$ cat config.mk
export PLATFORM = sky130hd
export DESIGN_NAME = selector_temperatura_agua
export DESIGN_NICKNAME = d
export VERILOG_FILES = /design/src/rtl/temperatura_pkg.sv /design/src/rtl/antirrebote.sv /design/src/rtl/selector_temperatura_agua.sv
export SDC_FILE = /design/constraint.sdc
export NUM_CORES = 1
export LEC_CHECK = 0
export ABC_AREA = 1
export CAP_MARGIN = 5
export CORE_ASPECT_RATIO = 0.7
export CORE_MARGIN = 2
export CORE_UTILIZATION = 51
export CTS_BUF_LIST = sky130_fd_sc_hd__clkbuf_4 sky130_fd_sc_hd__clkbuf_8
export DETAILED_ROUTE_END_ITERATION = 8
export PLACE_DENSITY = 0.68
export REMOVE_ABC_BUFFERS = 1
export SETUP_SLACK_MARGIN = 0.15
export SLEW_MARGIN = 20
export SYNTH_ARGS = -nofsm -noshare
export SYNTH_HDL_FRONTEND = slang
export SYNTH_SLANG_ARGS = --single-unit
$ cat constraint.sdc
create_clock -name iClk_Temperatura -period 1.67 [get_ports iClk_Temperatura]
set_input_delay 0.167 -clock iClk_Temperatura [delete_from_list [all_inputs] [get_ports iClk_Temperatura]]
set_output_delay 0.167 -clock iClk_Temperatura [all_outputs]
set_load 0.005 [all_outputs]
$ cat src/rtl/temperatura_pkg.sv
`default_nettype none
// ============================================================================
// Module  : temperatura_pkg
// Brief   : Shared constants and default parameters for the water temperature
//           selector (Ambiente level and timing defaults).
// Rev     : 1.0 - initial release
// ============================================================================
package temperatura_pkg;

  // Level index that drives both valves open (mixed, ambient water)
  localparam int NIVEL_AMBIENTE = 0;

  // Default parameter values for selector_temperatura_agua
  localparam int DEF_N_LEVELS        = 4;
  localparam int DEF_DEBOUNCE_CYCLES = 50000;
  localparam int DEF_LONG_PRESS      = 2000000;
  localparam int DEF_PWM_DIV         = 1000;
  localparam int DEF_MODO_CIRCULAR   = 1;

  // Bits needed to hold any value in 0..maxVal, never less than one bit
  function automatic int anchoContador(input int maxVal);
    return (maxVal > 1) ? $clog2(maxVal + 1) : 1;
  endfunction

endpackage : temperatura_pkg
`default_nettype wire

$ cat src/rtl/antirrebote.sv
`default_nettype none
// ============================================================================
// Module  : antirrebote
// Brief   : Two-flop synchronizer followed by a consecutive-sample debouncer
//           for one raw mechanical button.
// Rev     : 1.0 - initial release
// ============================================================================
module antirrebote
  import temperatura_pkg::*;
#(
  parameter int DEBOUNCE_CYCLES = DEF_DEBOUNCE_CYCLES
) (
  input  logic clk,
  input  logic rst_n,
  input  logic i_boton,
  output logic o_estable
);

  localparam int CW = anchoContador(DEBOUNCE_CYCLES);
  // Last count value before the stable output is allowed to flip
  localparam logic [CW-1:0] c_CntFin = CW'(DEBOUNCE_CYCLES - 1);

  logic          r_sync1;
  logic          r_sync2;
  logic          r_estable;
  logic [CW-1:0] r_cnt;

  // Synchronize the raw button, then accept a change only after it persists
  always_ff @(posedge clk or negedge rst_n) begin
    if (!rst_n) begin
      r_sync1   <= 1'b0;
      r_sync2   <= 1'b0;
      r_estable <= 1'b0;
      r_cnt     <= '0;
    end else begin
      r_sync1 <= i_boton;
      r_sync2 <= r_sync1;
      if (r_sync2 != r_estable) begin
        if (r_cnt == c_CntFin) begin
          r_estable <= r_sync2;
          r_cnt     <= '0;
        end else begin
          r_cnt <= r_cnt + 1'b1;
        end
      end else begin
        // Any sample matching the accepted value restarts the run
        r_cnt <= '0;
      end
    end
  end

  assign o_estable = r_estable;

endmodule : antirrebote
`default_nettype wire

$ cat src/rtl/selector_temperatura_agua.sv
`default_nettype none
// ============================================================================
// Module  : selector_temperatura_agua
// Brief   : Two-button water temperature selector. Steps through N_LEVELS
//           levels, forces Ambiente on a long up press and time-mixes the
//           hot/cold valves according to the selected level.
// Rev     : 1.0 - initial release
// ============================================================================
module selector_temperatura_agua
  import temperatura_pkg::*;
#(
  parameter int N_LEVELS        = DEF_N_LEVELS,
  parameter int DEBOUNCE_CYCLES = DEF_DEBOUNCE_CYCLES,
  parameter int LONG_PRESS      = DEF_LONG_PRESS,
  parameter int PWM_DIV         = DEF_PWM_DIV,
  parameter int MODO_CIRCULAR   = DEF_MODO_CIRCULAR,
  parameter int LW              = $clog2(N_LEVELS)
) (
  input  logic          iClk_Temperatura,
  input  logic          iReset_Temperatura,
  input  logic          iBoton_Temperatura,
  input  logic          iBoton_Bajar,
  input  logic          iHabilitar,
  output logic [LW-1:0] iEstado_Temp,
  output logic          iAgua_Caliente,
  output logic          iAgua_Fria,
  output logic          iPulso_Temperatura
);

  localparam int SW = anchoContador(N_LEVELS - 3);
  localparam int HW = anchoContador(LONG_PRESS);
  localparam int DW = anchoContador(PWM_DIV - 1);

  localparam logic [LW-1:0] c_NivelAmb = LW'(NIVEL_AMBIENTE);
  localparam logic [LW-1:0] c_NivelMax = LW'(N_LEVELS - 1);
  localparam logic [SW-1:0] c_SlotMax  = SW'(N_LEVELS - 3);
  localparam logic [DW-1:0] c_DivMax   = DW'(PWM_DIV - 1);
  localparam logic [HW-1:0] c_HoldMax  = HW'(LONG_PRESS);
  localparam logic [HW-1:0] c_HoldDisp = HW'(LONG_PRESS - 1);

  logic          w_debSubir;
  logic          w_debBajar;
  logic          r_debSubirPrev;
  logic          r_debBajarPrev;
  logic          w_flancoSubir;
  logic          w_flancoBajar;
  logic          w_forzarAmb;
  logic [HW-1:0] r_hold;
  logic [LW-1:0] r_nivel;
  logic [LW-1:0] w_nivelSig;
  logic          r_pulso;
  logic [DW-1:0] r_div;
  logic [SW-1:0] r_slot;
  logic          w_calSig;
  logic          w_friaSig;
  logic          r_caliente;
  logic          r_fria;

  antirrebote #(
    .DEBOUNCE_CYCLES (DEBOUNCE_CYCLES)
  ) u_antirreboteSubir (
    .clk       (iClk_Temperatura),
    .rst_n     (iReset_Temperatura),
    .i_boton   (iBoton_Temperatura),
    .o_estable (w_debSubir)
  );

  antirrebote #(
    .DEBOUNCE_CYCLES (DEBOUNCE_CYCLES)
  ) u_antirreboteBajar (
    .clk       (iClk_Temperatura),
    .rst_n     (iReset_Temperatura),
    .i_boton   (iBoton_Bajar),
    .o_estable (w_debBajar)
  );

  assign w_flancoSubir = w_debSubir & ~r_debSubirPrev;
  assign w_flancoBajar = w_debBajar & ~r_debBajarPrev;
  // Fires on the single clock where the hold count reaches LONG_PRESS
  assign w_forzarAmb   = w_debSubir && (r_hold == c_HoldDisp);

  // Remember the debounced buttons for edge detection and count the up hold
  always_ff @(posedge iClk_Temperatura or negedge iReset_Temperatura) begin
    if (!iReset_Temperatura) begin
      r_debSubirPrev <= 1'b0;
      r_debBajarPrev <= 1'b0;
      r_hold         <= '0;
    end else begin
      r_debSubirPrev <= w_debSubir;
      r_debBajarPrev <= w_debBajar;
      if (!w_debSubir) begin
        r_hold <= '0;
      end else if (r_hold != c_HoldMax) begin
        r_hold <= r_hold + 1'b1;
      end
    end
  end

  // Next level: long press wins, simultaneous edges cancel, ends wrap or hold
  always_comb begin
    w_nivelSig = r_nivel;
    if (w_forzarAmb) begin
      w_nivelSig = c_NivelAmb;
    end else if (w_flancoSubir && !w_flancoBajar) begin
      if (r_nivel == c_NivelMax) begin
        w_nivelSig = (MODO_CIRCULAR != 0) ? c_NivelAmb : r_nivel;
      end else begin
        w_nivelSig = r_nivel + 1'b1;
      end
    end else if (w_flancoBajar && !w_flancoSubir) begin
      if (r_nivel == c_NivelAmb) begin
        w_nivelSig = (MODO_CIRCULAR != 0) ? c_NivelMax : r_nivel;
      end else begin
        w_nivelSig = r_nivel - 1'b1;
      end
    end
  end

  // Level register plus a one-clock pulse whenever it actually changes
  always_ff @(posedge iClk_Temperatura or negedge iReset_Temperatura) begin
    if (!iReset_Temperatura) begin
      r_nivel <= c_NivelAmb;
      r_pulso <= 1'b0;
    end else begin
      r_nivel <= w_nivelSig;
      r_pulso <= (w_nivelSig != r_nivel);
    end
  end

  // Mixing time base: divider ticks the slot index through N_LEVELS-2 slots
  always_ff @(posedge iClk_Temperatura or negedge iReset_Temperatura) begin
    if (!iReset_Temperatura) begin
      r_div  <= '0;
      r_slot <= '0;
    end else if (r_div == c_DivMax) begin
      r_div  <= '0;
      r_slot <= (r_slot == c_SlotMax) ? '0 : r_slot + 1'b1;
    end else begin
      r_div <= r_div + 1'b1;
    end
  end

  // Valve pattern: Ambiente opens both, otherwise hot for the first slots
  always_comb begin
    w_calSig  = 1'b0;
    w_friaSig = 1'b0;
    if (iHabilitar) begin
      if (r_nivel == c_NivelAmb) begin
        w_calSig  = 1'b1;
        w_friaSig = 1'b1;
      end else begin
        w_calSig  = (int'(r_slot) < (N_LEVELS - 1 - int'(r_nivel)));
        w_friaSig = ~w_calSig;
      end
    end
  end

  // Register the valve drives so outputs never see a combinational input path
  always_ff @(posedge iClk_Temperatura or negedge iReset_Temperatura) begin
    if (!iReset_Temperatura) begin
      r_caliente <= 1'b0;
      r_fria     <= 1'b0;
    end else begin
      r_caliente <= w_calSig;
      r_fria     <= w_friaSig;
    end
  end

  assign iEstado_Temp       = r_nivel;
  assign iAgua_Caliente     = r_caliente;
  assign iAgua_Fria         = r_fria;
  assign iPulso_Temperatura = r_pulso;

endmodule : selector_temperatura_agua
`default_nettype wire

==> results.md <==
- Status: completed
- Post-synth EDFFs: 0
- Worst path max stage delay: 390 ps
- Cell taking the most area after synthesis: dfrtp_1
- Global-route usage over all layers: 20.6%
- Register area share after synthesis: 47.4%
- Area growth syn-to-layout: 20.2%
- Setup tns final: 0 ps
- Post-DR wirelength/cell: 13.1 um
- Number of synthesized register bits: 77
- H-tree depth: 3
- Initial Utilization: 52.0%
- P_leak: 2.19 nW
- Req. time, crit path: 1920 ps
- Arr. time, crit path: 1760 ps
- Die width: 111 um
- Clk Latency, worst-skew pair: 360 ps
- Clock period minus worst slack: 1510 ps
- Placed Cells: 621
- Pins Over Slew Limit: 0
- Setup WS post-layout: 164 ps
- Max Fclk: 0.664 GHz
- Total Wirelength: 8.62 mm
- Worst Setup SP: u_antirreboteSubir.r_cnt[1]$_DFF_PN0_
- Vias/cell: 5.17
- Ports: 10
- Critical path type: flop to flop
- Most common cell in the netlist: nand2_1
- CP endpoint: u_antirreboteSubir.r_cnt[13]$_DFF_PN0_
- Vias in the first global route: 3133
- Clk sinks: 77
- Largest net degree at the start of global routing: 33
- Placeable Area: 0.00780 sq mm
- Final ANT Viol Nets: 0
- Tcrit/Tclk final: 90.2%
- Setup-failing EPs final: 0
- Total die area: 0.00870 sq mm
- Routability Congestion: 0.897
- Post-synth top cells: nand2_1 (90), nor2_1 (84), dfrtp_1 (77), inv_1 (71), nand3_1 (34)
- CTS Buffer Depth: 2
- Gate Count Post-Synth: 509
- Drc violations: 0
- Max Cap Viol: 0
- Worst vdd ir: 0.521 mV
- Reg2reg end: u_antirreboteSubir.r_cnt[13]$_DFF_PN0_
- Worst-path clk slew: 80 ps
- Area share of the largest cell type after synthesis: 47.4%
- Hold Crit Class: primary input to flop
- CP max FO: 5
- Worst slew pin tran: 383 ps
- Nets@finish: 563
- Synth area leaders: dfrtp_1 (47%), nand2_1 (8.3%), nor2_1 (7.8%)
- Post-Syn Area per Cell: 7.98 sq um
- GR Overflow Total: 0
- PortBufs: 9
- Crit-path most repeated cell: nand2_4
- Drt first pass iters: 5
- Critical Path End Type: flop
- Reg2Reg Depth: 9
- Final cell count without fillers: 657
- Crit start category: flop
- Synth unique cells: 35
- Layout Utilization: 62.6%
- Root Buffer: clkbuf_8
- CTS Buf Count: 9
- Initial antenna violation count: 0
- Yosys warns: 0
- Setup Skew: 5.38 ps
- Number of diodes: 0
- Layout cells sized above 1: 20.9%
- Hpwl dp: 5.82 mm
- RSZ-0062 raised after global routing: true
- Async set or reset register ratio after synthesis: 100%
- Design area: 0.00488 sq mm
- CTS tree: built
- Min Hold Slack: 236 ps
- R2R setup slack: 160 ps
- Die H: 78.7 um
- Row count: 27
- Worst r2r src: u_antirreboteSubir.r_cnt[1]$_DFF_PN0_
- Final Hold Vio Count: 0
- Pwr Density: 736 mW/mm^2
- Max stage delay cell, worst path: dfrtp_1
- Pre-CTS setup slack: 53.8 ps
- Placed standard-cell area: 0.00431 sq mm
- Worst rel slew slack: 74.4%
- First DRT Iteration DRCs: 220
- Post-Syn Area: 0.00406 sq mm
- Crit-path cells: ha_4, nand2_4, nor2_4, nand3_2, nand3b_1, nand2_4, inv_4, nand2_2, nor2_2
- Total number of vias: 3397
- Power, Total: 3.59 mW
- Main synth FF type: dfrtp_1
- Global-route wire length before repair: 14.3 mm
-- layout by cell type (no fill, tap or decap), types with 3 or more instances in the layout --
master and n:
nand2_4 3, clkinvlp_4 3, ha_1 3, nor3b_1 4
buf_6 3, nor2_1 75, inv_4 3, nor2_4 6
o21a_1 3, nor3_1 16, inv_1 65, inv_2 7
clkdlybuf4s50_1 6, nand3_4 3, a21oi_1 26, buf_4 22
nand3_2 6, o21ai_0 18, o21ai_1 5, nor3_2 8
nand2_2 15, clkbuf_8 9, dfrtp_1 76, xor2_1 12
nand4_1 12, nand2_1 79, nor2_2 10, nand3_1 29
-- kinds of logic after synthesis --
kind of cell,after synthesis,share of synthesized area [%]
xor gates and xnor gates,13,2.80
adders and majority gates,7,2.16
AOI/OAI and AO/OA,54,6.93
DFF,77,47.4
and+or+nand+nor,277,32.9
buffers and inverters,81,7.73
-- per-layer routing --
| metal | global-route usage, % | wire (um) |
|---|---|---|
| met1 | 29.8 | 4250 |
| met2 | 30.2 | 3830 |
| met3 | 5.56 | 429 |
| met4 | 6.75 | 112 |
| met5 | 0 | 0 |
-- what timing repair did --
item,CTS,global route
hold buffers,1,0
hold endpoints to repair,24,0
pin swaps,4,22
buffers inserted,10,8
gates resized for setup,3,59
setup endpoints to repair,12,45
gates cloned,1,0
-- critical path, delay by kind of cell, from the launching register on --
| kind | cells | cell delay (ps) |
|---|---|---|
| buf+inv | 1 | 50 |
| simple gates | 7 | 790 |
| fa+ha+maj | 1 | 170 |
| flops | 1 | 390 |
-- worst min-delay path by stage --
stage / to / slack [ps] / startpoint / depth (start not counted)
after floorplan: iAgua_Caliente$_DFF_PN0_ / -130 / iReset_Temperatura / 0
after global placement: r_hold[14]$_DFFE_PN0P_ / 100 / iReset_Temperatura / 1
after detailed placement: r_hold[14]$_DFFE_PN0P_ / 100 / iReset_Temperatura / 1
after CTS: u_antirreboteBajar.r_sync1$_DFF_PN0_ / 220 / iBoton_Bajar / 1
after global routing: u_antirreboteBajar.r_sync1$_DFF_PN0_ / 220 / iBoton_Bajar / 1
final: u_antirreboteBajar.r_sync1$_DFF_PN0_ / 240 / iBoton_Bajar / 1
-- final cells by class --
type / count / area [sq um]
Inverter: 76 / 294
Tap cell: 101 / 126
Fill cell: 653 / 2920
Sequential cell: 77 / 1930
Multi-Input combinational cell: 352 / 2000
Clock inverter: 7 / 100
Clock buffer: 9 / 124
Timing Repair Buffer: 35 / 310
-- report_power, final --
| part | switching (mW) | internal [mW] | leakage, nW |
|---|---|---|---|
| logic | 0.0774 | 0.0477 | 1.05 |
| clock network | 0.729 | 0.845 | 0.102 |
| registers | 0.0139 | 1.88 | 1.04 |
| total | 0.820 | 2.77 | 2.19 |
-- sequential cells by signal, summed over array words and instances, names as in the netlist, 2 cells and up --
register	flops
iEstado_Temp	2
r_div	10
r_hold	21
u_antirreboteBajar.r_cnt	16
u_antirreboteSubir.r_cnt	16
(Power assumes the default switching activity.)
